$ cat config.mk
export PLATFORM = sky130hd
export DESIGN_NAME = fe_fifo_packer_flat
export DESIGN_NICKNAME = d
export VERILOG_FILES = /design/src/rtl/fe_fifo_packer_if.sv /design/src/rtl/fe_fifo_packer.sv /design/src/flat_wrapper.sv
export SDC_FILE = /design/constraint.sdc
export NUM_CORES = 1
export LEC_CHECK = 0
export ABC_AREA = 1
export CAP_MARGIN = 10
export CORE_MARGIN = 2
export CORE_UTILIZATION = 45
export CTS_CLUSTER_SIZE = 40
export DETAILED_ROUTE_END_ITERATION = 8
export PLACE_DENSITY = 0.76
export SKIP_CTS_REPAIR_TIMING = 1
export SYNTH_ARGS = -nofsm -noshare
export SYNTH_HDL_FRONTEND = slang
export SYNTH_SLANG_ARGS = --single-unit
$ cat constraint.sdc
create_clock -name fe_clk -period 3 [get_ports fe_clk]
set_input_delay 0.3 -clock fe_clk [delete_from_list [all_inputs] [get_ports fe_clk]]
set_output_delay 0.3 -clock fe_clk [all_outputs]
set_load 0.1 [all_outputs]
$ cat src/rtl/fe_fifo_packer_if.sv
// Front-end event strobe, capture FIFO port and overflow status of the FIFO packer.
// slave = the packer; master = whatever drives events and observes the FIFO side.
interface fe_fifo_packer_if;
    logic        I_fifo_wr;
    logic [1:0]  I_fifo_command;
    logic [15:0] I_fifo_time;
    logic [7:0]  I_fifo_data;
    logic        I_arm;
    logic        I_flush;
    logic        I_fifo_full;
    logic [17:0] O_fifo_din;
    logic        O_fifo_wr_en;
    logic        O_overflow_blocked;
    logic [15:0] O_drop_count;
    logic        O_empty;

    modport slave (
        input  I_fifo_wr, I_fifo_command, I_fifo_time, I_fifo_data,
        input  I_arm, I_flush, I_fifo_full,
        output O_fifo_din, O_fifo_wr_en, O_overflow_blocked, O_drop_count, O_empty
    );

    modport master (
        output I_fifo_wr, I_fifo_command, I_fifo_time, I_fifo_data,
        output I_arm, I_flush, I_fifo_full,
        input  O_fifo_din, O_fifo_wr_en, O_overflow_blocked, O_drop_count, O_empty
    );
endinterface

$ cat src/rtl/fe_fifo_packer.sv
// Packs front-end events into 18-bit capture FIFO words through a small elastic buffer;
// push to earliest write is one cycle, and on overflow drops/counts events and appends one marker.
module fe_fifo_packer #(
    parameter int          pTIMESTAMP_FULL_WIDTH  = 16,
    parameter int          pTIMESTAMP_SHORT_WIDTH = 3,
    parameter int          pDEPTH                 = 4,
    parameter logic [15:0] pOVF_MARKER            = 16'hFFFF
) (
    input logic             fe_clk,
    input logic             reset_i,
    fe_fifo_packer_if.slave bus
);
    localparam logic [1:0] CMD_TIME = 2'b01;
    localparam logic [1:0] CMD_STAT = 2'b10;
    localparam int AW = $clog2(pDEPTH);
    localparam int CW = AW + 1;

    typedef enum logic [1:0] {PASS, DRAIN, MARK, BLOCKED} state_t;

    state_t          state, state_nxt;
    logic [17:0]     mem [pDEPTH];
    logic [AW-1:0]   rd_ptr, wr_ptr;
    logic [CW-1:0]   count;
    logic            arm_r;
    logic            blocked;
    logic [15:0]     drop_count;

    logic            empty, buf_full, arm_edge, clear;
    logic            wr_en, pop, push_ok, drop;
    logic [17:0]     din, word;
    logic [7:0]      ts_short;

    assign empty    = (count == '0);
    assign buf_full = (count == CW'(pDEPTH));
    assign arm_edge = bus.I_arm & ~arm_r;
    assign clear    = bus.I_flush | arm_edge;

    // Only the low timestamp bits ride along with non-TIME events.
    always_comb begin
        ts_short = 8'(bus.I_fifo_time[pTIMESTAMP_SHORT_WIDTH-1:0]);
        if (bus.I_fifo_command == CMD_TIME)
            word = {bus.I_fifo_command, bus.I_fifo_time[pTIMESTAMP_FULL_WIDTH-1:0]};
        else
            word = {bus.I_fifo_command, ts_short, bus.I_fifo_data};
    end

    always_comb begin
        wr_en = 1'b0;
        din   = '0;
        if (state == MARK) begin
            din   = {CMD_STAT, pOVF_MARKER};
            wr_en = ~bus.I_fifo_full & ~bus.I_flush;
        end else if (!empty) begin
            din   = mem[rd_ptr];
            wr_en = ~bus.I_fifo_full & ~bus.I_flush & (state != BLOCKED);
        end
    end

    // A pop on a full buffer frees the slot the same-cycle push lands in.
    assign pop     = wr_en & (state != MARK);
    assign push_ok = bus.I_fifo_wr & ~clear & (state == PASS) & (~buf_full | pop);
    assign drop    = bus.I_fifo_wr & ~clear & ~push_ok;

    always_comb begin
        state_nxt = state;
        case (state)
            PASS:    if (drop)  state_nxt = DRAIN;
            DRAIN:   if (empty) state_nxt = MARK;
            MARK:    if (wr_en) state_nxt = BLOCKED;
            BLOCKED: state_nxt = BLOCKED;
            default: state_nxt = PASS;
        endcase
        if (clear)
            state_nxt = PASS;
    end

    always_ff @(posedge fe_clk) begin
        if (reset_i) begin
            state      <= PASS;
            rd_ptr     <= '0;
            wr_ptr     <= '0;
            count      <= '0;
            arm_r      <= 1'b0;
            blocked    <= 1'b0;
            drop_count <= '0;
        end else begin
            state <= state_nxt;
            arm_r <= bus.I_arm;
            if (clear) begin
                rd_ptr     <= '0;
                wr_ptr     <= '0;
                count      <= '0;
                blocked    <= 1'b0;
                drop_count <= '0;
            end else begin
                if (push_ok)
                    wr_ptr <= wr_ptr + 1'b1;
                if (pop)
                    rd_ptr <= rd_ptr + 1'b1;
                count <= count + CW'(push_ok) - CW'(pop);
                if (drop) begin
                    blocked <= 1'b1;
                    if (drop_count != 16'hFFFF)
                        drop_count <= drop_count + 16'd1;
                end
            end
        end
    end

    always_ff @(posedge fe_clk) begin
        if (push_ok)
            mem[wr_ptr] <= word;
    end

    assign bus.O_fifo_din         = din;
    assign bus.O_fifo_wr_en       = wr_en;
    assign bus.O_overflow_blocked = blocked;
    assign bus.O_drop_count       = drop_count;
    assign bus.O_empty            = empty;
endmodule

$ cat src/flat_wrapper.sv
// flat-port wrapper written by rule: the top's interface ports become plain ports
module fe_fifo_packer_flat 
#(
    parameter int          pTIMESTAMP_FULL_WIDTH  = 16,
    parameter int          pTIMESTAMP_SHORT_WIDTH = 3,
    parameter int          pDEPTH                 = 4,
    parameter logic [15:0] pOVF_MARKER            = 16'hFFFF
)
  (fe_clk, reset_i, bus_I_fifo_wr, bus_I_fifo_command, bus_I_fifo_time, bus_I_fifo_data, bus_I_arm, bus_I_flush, bus_I_fifo_full, bus_O_fifo_din, bus_O_fifo_wr_en, bus_O_overflow_blocked, bus_O_drop_count, bus_O_empty);
  fe_fifo_packer_if bus_i ();
  input logic fe_clk;
  input logic reset_i;
  input wire logic [$bits(bus_i.I_fifo_wr)-1:0] bus_I_fifo_wr;
  input wire logic [$bits(bus_i.I_fifo_command)-1:0] bus_I_fifo_command;
  input wire logic [$bits(bus_i.I_fifo_time)-1:0] bus_I_fifo_time;
  input wire logic [$bits(bus_i.I_fifo_data)-1:0] bus_I_fifo_data;
  input wire logic [$bits(bus_i.I_arm)-1:0] bus_I_arm;
  input wire logic [$bits(bus_i.I_flush)-1:0] bus_I_flush;
  input wire logic [$bits(bus_i.I_fifo_full)-1:0] bus_I_fifo_full;
  output wire logic [$bits(bus_i.O_fifo_din)-1:0] bus_O_fifo_din;
  output wire logic [$bits(bus_i.O_fifo_wr_en)-1:0] bus_O_fifo_wr_en;
  output wire logic [$bits(bus_i.O_overflow_blocked)-1:0] bus_O_overflow_blocked;
  output wire logic [$bits(bus_i.O_drop_count)-1:0] bus_O_drop_count;
  output wire logic [$bits(bus_i.O_empty)-1:0] bus_O_empty;
  assign bus_i.I_fifo_wr = bus_I_fifo_wr;
  assign bus_i.I_fifo_command = bus_I_fifo_command;
  assign bus_i.I_fifo_time = bus_I_fifo_time;
  assign bus_i.I_fifo_data = bus_I_fifo_data;
  assign bus_i.I_arm = bus_I_arm;
  assign bus_i.I_flush = bus_I_flush;
  assign bus_i.I_fifo_full = bus_I_fifo_full;
  assign bus_O_fifo_din = bus_i.O_fifo_din;
  assign bus_O_fifo_wr_en = bus_i.O_fifo_wr_en;
  assign bus_O_overflow_blocked = bus_i.O_overflow_blocked;
  assign bus_O_drop_count = bus_i.O_drop_count;
  assign bus_O_empty = bus_i.O_empty;
  fe_fifo_packer #(.pTIMESTAMP_FULL_WIDTH(pTIMESTAMP_FULL_WIDTH), .pTIMESTAMP_SHORT_WIDTH(pTIMESTAMP_SHORT_WIDTH), .pDEPTH(pDEPTH), .pOVF_MARKER(pOVF_MARKER)) u_core (.fe_clk(fe_clk), .reset_i(reset_i), .bus(bus_i));
endmodule
### Word-level counts from Yosys, hierarchy flattened

Memory sizes are Yosys's and may differ from the RTL's. A register that Yosys moved wholly into a read port is not among the register bits.
Index checks and enable logic that the tools add are counted.
Widths: inputs -> output; s select.

| cells by class | value |
|---|---|
| $add $sub $neg | 5 |
| multipliers | 0 |
| divide/modulo/power cells | 0 |
| $lt $le $gt $ge | 0 |
| equal/unequal tests | 11 |
| shifts and indexed selects | 0 |
| multiplexer cells | 13 |
| bitwise gates (word level) | 16 |
| reductions and logical operators | 5 |

Operators by type and width:

| cell | number |
|---|---|
| $mux 18 | 2 |
| $add 16x1->16 const B | 1 |
| $mux 16 | 1 |
| $ne 16x16->1 const B | 1 |
| $mux 2 | 5 |
| $and 1x1->1 | 8 |
| $pmux 2 s4 | 1 |
| $ne 2x2->1 const B | 3 |
| $not 1->1 | 6 |
| $add 2x1->2 const B | 2 |
| $eq 2x1->1 const B | 2 |
| $eq 2x2->1 const B | 2 |
| $mux 1 | 4 |
| $ne 2x1->1 const B | 2 |
| $add 3x1->3 | 1 |
| $eq 3x3->1 const B | 1 |
| $logic_not 3->1 | 1 |
| $reduce_and 3->1 | 1 |
| $sub 3x1->3 | 1 |
| $logic_not 2->1 | 1 |
| $or 1x1->1 | 2 |
| $reduce_and 2->1 | 1 |
| $reduce_or 2->1 | 1 |

| word-level totals | value |
|---|---|
| register bits | 27 |
| bits in latches | 0 |
| RAM bits | 72 |
| memory bits (read-only) | 0 |
| output and inout bits | 37 |
| logic and storage cells | 58 |
| memories | 1 |

Memories:

| name | words | width | rd ports | clocked after Yosys merged registers in | wr ports | RTL line | source |
|---|---|---|---|---|---|---|---|
| u_core.mem | 4 | 18 | 1 | 1 | 1 | fe_fifo_packer.sv:21 | `logic [17:0] mem [pDEPTH];` |

### Depth between registers and ports, before layout

| logic depth | value |
|---|---|
| depth in word-level cells | 12 |
| depth in mapped cells | 10 |
| depth with buffers taken out | 10 |

### Worst setup path before layout

Ideal clock, no wire load.

| path | value |
|---|---|
| path kind | flip-flop to output port |
| start | register (tool-made name) |
| end | output bus_O_fifo_din[16] |
| arrival | 3.255 ns |
| required time | 2.700 ns |
| path slack | -0.555 ns |
| stages on the path, launching flop included | 6 |
| path buffers | 2 |
| cell sequence | dfxtp_1 -> buf_2 -> clkinv_1 -> clkbuf_1 -> a21oi_1 -> a221oi_1 |

RTL lines:

| element | RTL line | source |
|---|---|---|
| end, declared | flat_wrapper.sv:20 | `output wire logic [$bits(bus_i.O_fifo_din)-1:0] bus_O_fifo_din;` |

==> results <==
- The flow ran to the end, and the final reports show no timing, DRC or antenna violations.
- Clock tree synthesis selected as its root buffer the cell clkbuf_8.
- The type of the tightest min-delay check is flip-flop to flip-flop.
- The maximum root-to-sink buffer count is 2.
- The per-cell routed wire length is 15.5 um.
- In this run the number of cells on the critical path is 5.
- The routed layout has 3686 vias.
- The wire-length estimate of the detail-placed layout is 7.08 mm.
- The remaining design rule violation count is 0.
- Synthesis inferred 101 register bits.
- The detailed-route wire length is 10.6 mm.
- The cell repeated most along the worst path is nand2_1.
- The region available for standard cell placement spans 10200 um2.
- Setup repair after global routing left no endpoint under its margin.
- Grouping stages by cell kind, the critical path spends the most delay in buffers and inverters.
- In this run, the number of DRC markers left after iteration 0 of detailed routing was 166.
- Yosys mapped a number of flops with a built-in enable equal to 72.
- The final weighted congestion of routability-driven global placement is 0.826.
- The net count reported at finish is 583.
- The depth of the CTS H-tree is 3.
- The max-cap check violation count is 0.
- The number of antenna diodes in the final layout is 0.
- On the critical path, the stage with the largest delay is an instance of inv_2.
- The most common library cell in the layout ignoring fill and taps is nand2_1.
- The total of buffers placed on input and output ports is 68.
- Wire segments on met3 add up to 629 um in the final route.
- For this run, the total global-route usage over all layers was measured as 0.194.
- The worst-skew pair later-pin latency is 360 ps.
- The synthesized area divided by synthesized cell count is 9.89 um2.
- The die covers 11300 um2.
- The share of layout cells above drive strength 1 is 0.179.
- The signal on the critical path passes through inv_2, nand2_1, a221o_1, nand2_1, buf_12.
- By area, the combinational part of the netlist is dominated by simple AND/OR/NAND/NOR gates.
- At the pin with the least slew margin, the transition time is 882 ps.
- The worst-case clock skew is 9.37 ps.
- In this run the worst path has a maximum fanout of 36.
- Dividing the detail-routed via count by the number of cells gives 5.38.
- The total number of placement rows is 37.
- The worst hold path passes through 2 cells.
- In this design, the stage delay of the slowest critical-path cell is 630 ps.
- The minimum period implied by the final worst setup slack is 2770 ps.
- For this run, the register share of the synthesized area comes to 0.584.
- The most used flip-flop cell after synthesis is edfxtp_1.
- The number of search-and-repair iterations in the first detailed-routing pass is 5.
- The accumulated negative setup slack is 0 ps.
- Counting both buffers and inverters, the worst setup path holds a total of 2.
- The number of nets still failing antenna checks after routing is 0.
- The critical path in this run is classified as flip-flop to primary output.
- The count of unique library cells instantiated by Yosys is 34.
- The number of nets in the synthesized netlist is 514.
- The final cycle utilization of the critical path is 0.923.
- The initial utilization of the core area, before any placement, comes to 0.459.
- In the final routing, the length of wire on met1 measures 4.37 mm.
- 69 I/O pins were placed.
- The number of global-route vias before repair is 3665.
- In this run the tightest slew margin relative to its limit is 0.411.
- The area fraction in and, or, nand and nor cells after synthesis is 0.190.
- The sum of met2 wire segment lengths after detailed routing is 5.46 mm.
- The wire length of the first global-routing pass is 17.2 mm.
- The critical path data arrival time is 2470 ps.
- VDD sags by at most 0.218 mV.
- The die boundary height is 106 um.
- In this run, CTS created clock tree buffers numbering 9.
- The total setup violations reported at the end of the flow is 0.
- STA classifies the critical path endpoint as a primary output.
- The CTS clock-pin slew for the worst setup and hold paths is 90 ps.
- The number of antenna violations at the first check in global routing is 0.
- The multiplexer share of the synthesized area is 0.0120.
- Synthesis produced a netlist whose cell count is 475.
- The number of warnings printed during yosys synthesis is 0.
- STA classifies the critical path startpoint as a flip-flop.
- Counting cells, the worst reg-to-reg path comes to 10.
- In the synthesized netlist the async set-or-reset flop fraction comes to 0.
- For this run the aggregate overflow at the end of global routing stands at 0.
- Leaving out fill and tap cells, the most frequent cells in the layout are 113 x nand2_1, 72 x edfxtp_1, 53 x a21oi_1, 37 x nor2_1, 37 x inv_1.
- The die is 106 um wide.
- The number of hold-slack violations in the final timing report is 0.
- The xor and xnor fraction of the mapped netlist area is 0.00932.
- After synthesis the cells add up to 4700 um2.
- The clock sink total is 101.
- The highest clock frequency the design can meet is 0.361 GHz.
- The CTS tree is yes.
- The compound-cell area share of the yosys netlist was 0.129.
- From synthesis to final layout, the design area changed by 24.4%.
- At the worst endpoint, the required time is 2700 ps.
- The detailed router used layers up to and including met4.
- The hold slack is 470 ps.
- Of the total synthesized cell area, the portion taken by full adders, half adders and majority gates is 0.0202.
- The largest net degree at the start of global routing is 37.
- The final count of pins violating max slew is 0.
- The power per cell area is 427 nW/um2.
- The leakage power of the design is 2.24 nW.
-- registers in the layout (all words and copies together), names as in the netlist, named ones only --
| signal | flops |
|---|---|
| u_core.arm_r | 1 |
| u_core.bus.O_drop_count | 16 |
| u_core.bus.O_overflow_blocked | 1 |
| u_core.count | 3 |
| u_core.mem | 72 |
| u_core.rd_ptr | 2 |
| u_core.state | 2 |
| u_core.wr_ptr | 2 |
-- through the flow --
stage | cell area (um2) | power, mW | utilization | setup WS (ps) | cells
finish | 5840 | 2.50 | 0.571 | 231 | 685
global route | 5840 | 2.58 | 0.571 | 35.3 | 685
CTS | 5840 | 2.51 | 0.571 | 248 | 685
detailed placement | 5660 | 1.73 | 0.553 | 515 | 669
global placement | 5660 | 1.72 | 0.553 | 550 | 669
floorplan | 4700 | 1.64 | - | 232 | 475
-- final cells by class --
class,count,area (um2)
Fill cell,839,4390
Tap cell,136,170
Clock inverter,5,33.8
Sequential cell,101,2740
Inverter,44,166
Timing Repair Buffer,77,881
Clock buffer,11,153
Multi-Input combinational cell,311,1700
-- cells in the mapped netlist, types with 6 or more instances --
| cell type | count | area share |
|---|---|---|
| nor2_1 | 37 | 0.030 |
| a21oi_2 | 11 | 0.021 |
| o21ai_0 | 11 | 0.012 |
| a221o_1 | 17 | 0.036 |
| ha_1 | 6 | 0.016 |
| edfxtp_1 | 72 | 0.46 |
| a21oi_1 | 53 | 0.056 |
| nand4_1 | 12 | 0.016 |
| clkbuf_1 | 11 | 0.0088 |
| nand2_1 | 113 | 0.090 |
| dfxtp_1 | 29 | 0.12 |
| nand3_1 | 17 | 0.018 |
| inv_1 | 37 | 0.030 |
| nand2_2 | 11 | 0.015 |
-- metal layers --
metal / GRT usage / up-vias
met2: 0.348 / 140
met3: 0.0300 / 17
met5: 0 / -
met4: 0.0724 / 0
li1: - / 1777
met1: 0.235 / 1752
-- power by group --
part / switching [mW] / internal [mW] / total [mW]
registers: 0.00397 / 1.51 / 1.51
clock network: 0.450 / 0.353 / 0.804
logic: 0.107 / 0.0738 / 0.181
total: 0.561 / 1.94 / 2.50
-- path summary, 6_finish.rpt --
path	startpoint	end	slack, ps
worst min-delay path	u_core.rd_ptr[1]	flip-flop	470
worst max register to register	u_core.count[1]	u_core.count[2]	750
worst min register to register	u_core.rd_ptr[1]	flip-flop	470
worst max-delay path	flip-flop	bus_O_fifo_din[9]	230
-- logic make-up after synthesis --
group	Yosys count
compound gates	94
xor+xnor	5
mux	5
flops	101
buf+inv	63
simple gates	200
fa+ha+maj	7
-- worst register-to-register path, delay by kind of cell (launching register included) --
family / cells / cell delay [ps]
xor+xnor: 1 / 160
fa+ha+maj: 2 / 680
flops: 1 / 370
buf+inv: 1 / 90
simple gates: 4 / 620
compound gates: 2 / 220
(Power assumes the default switching activity.)
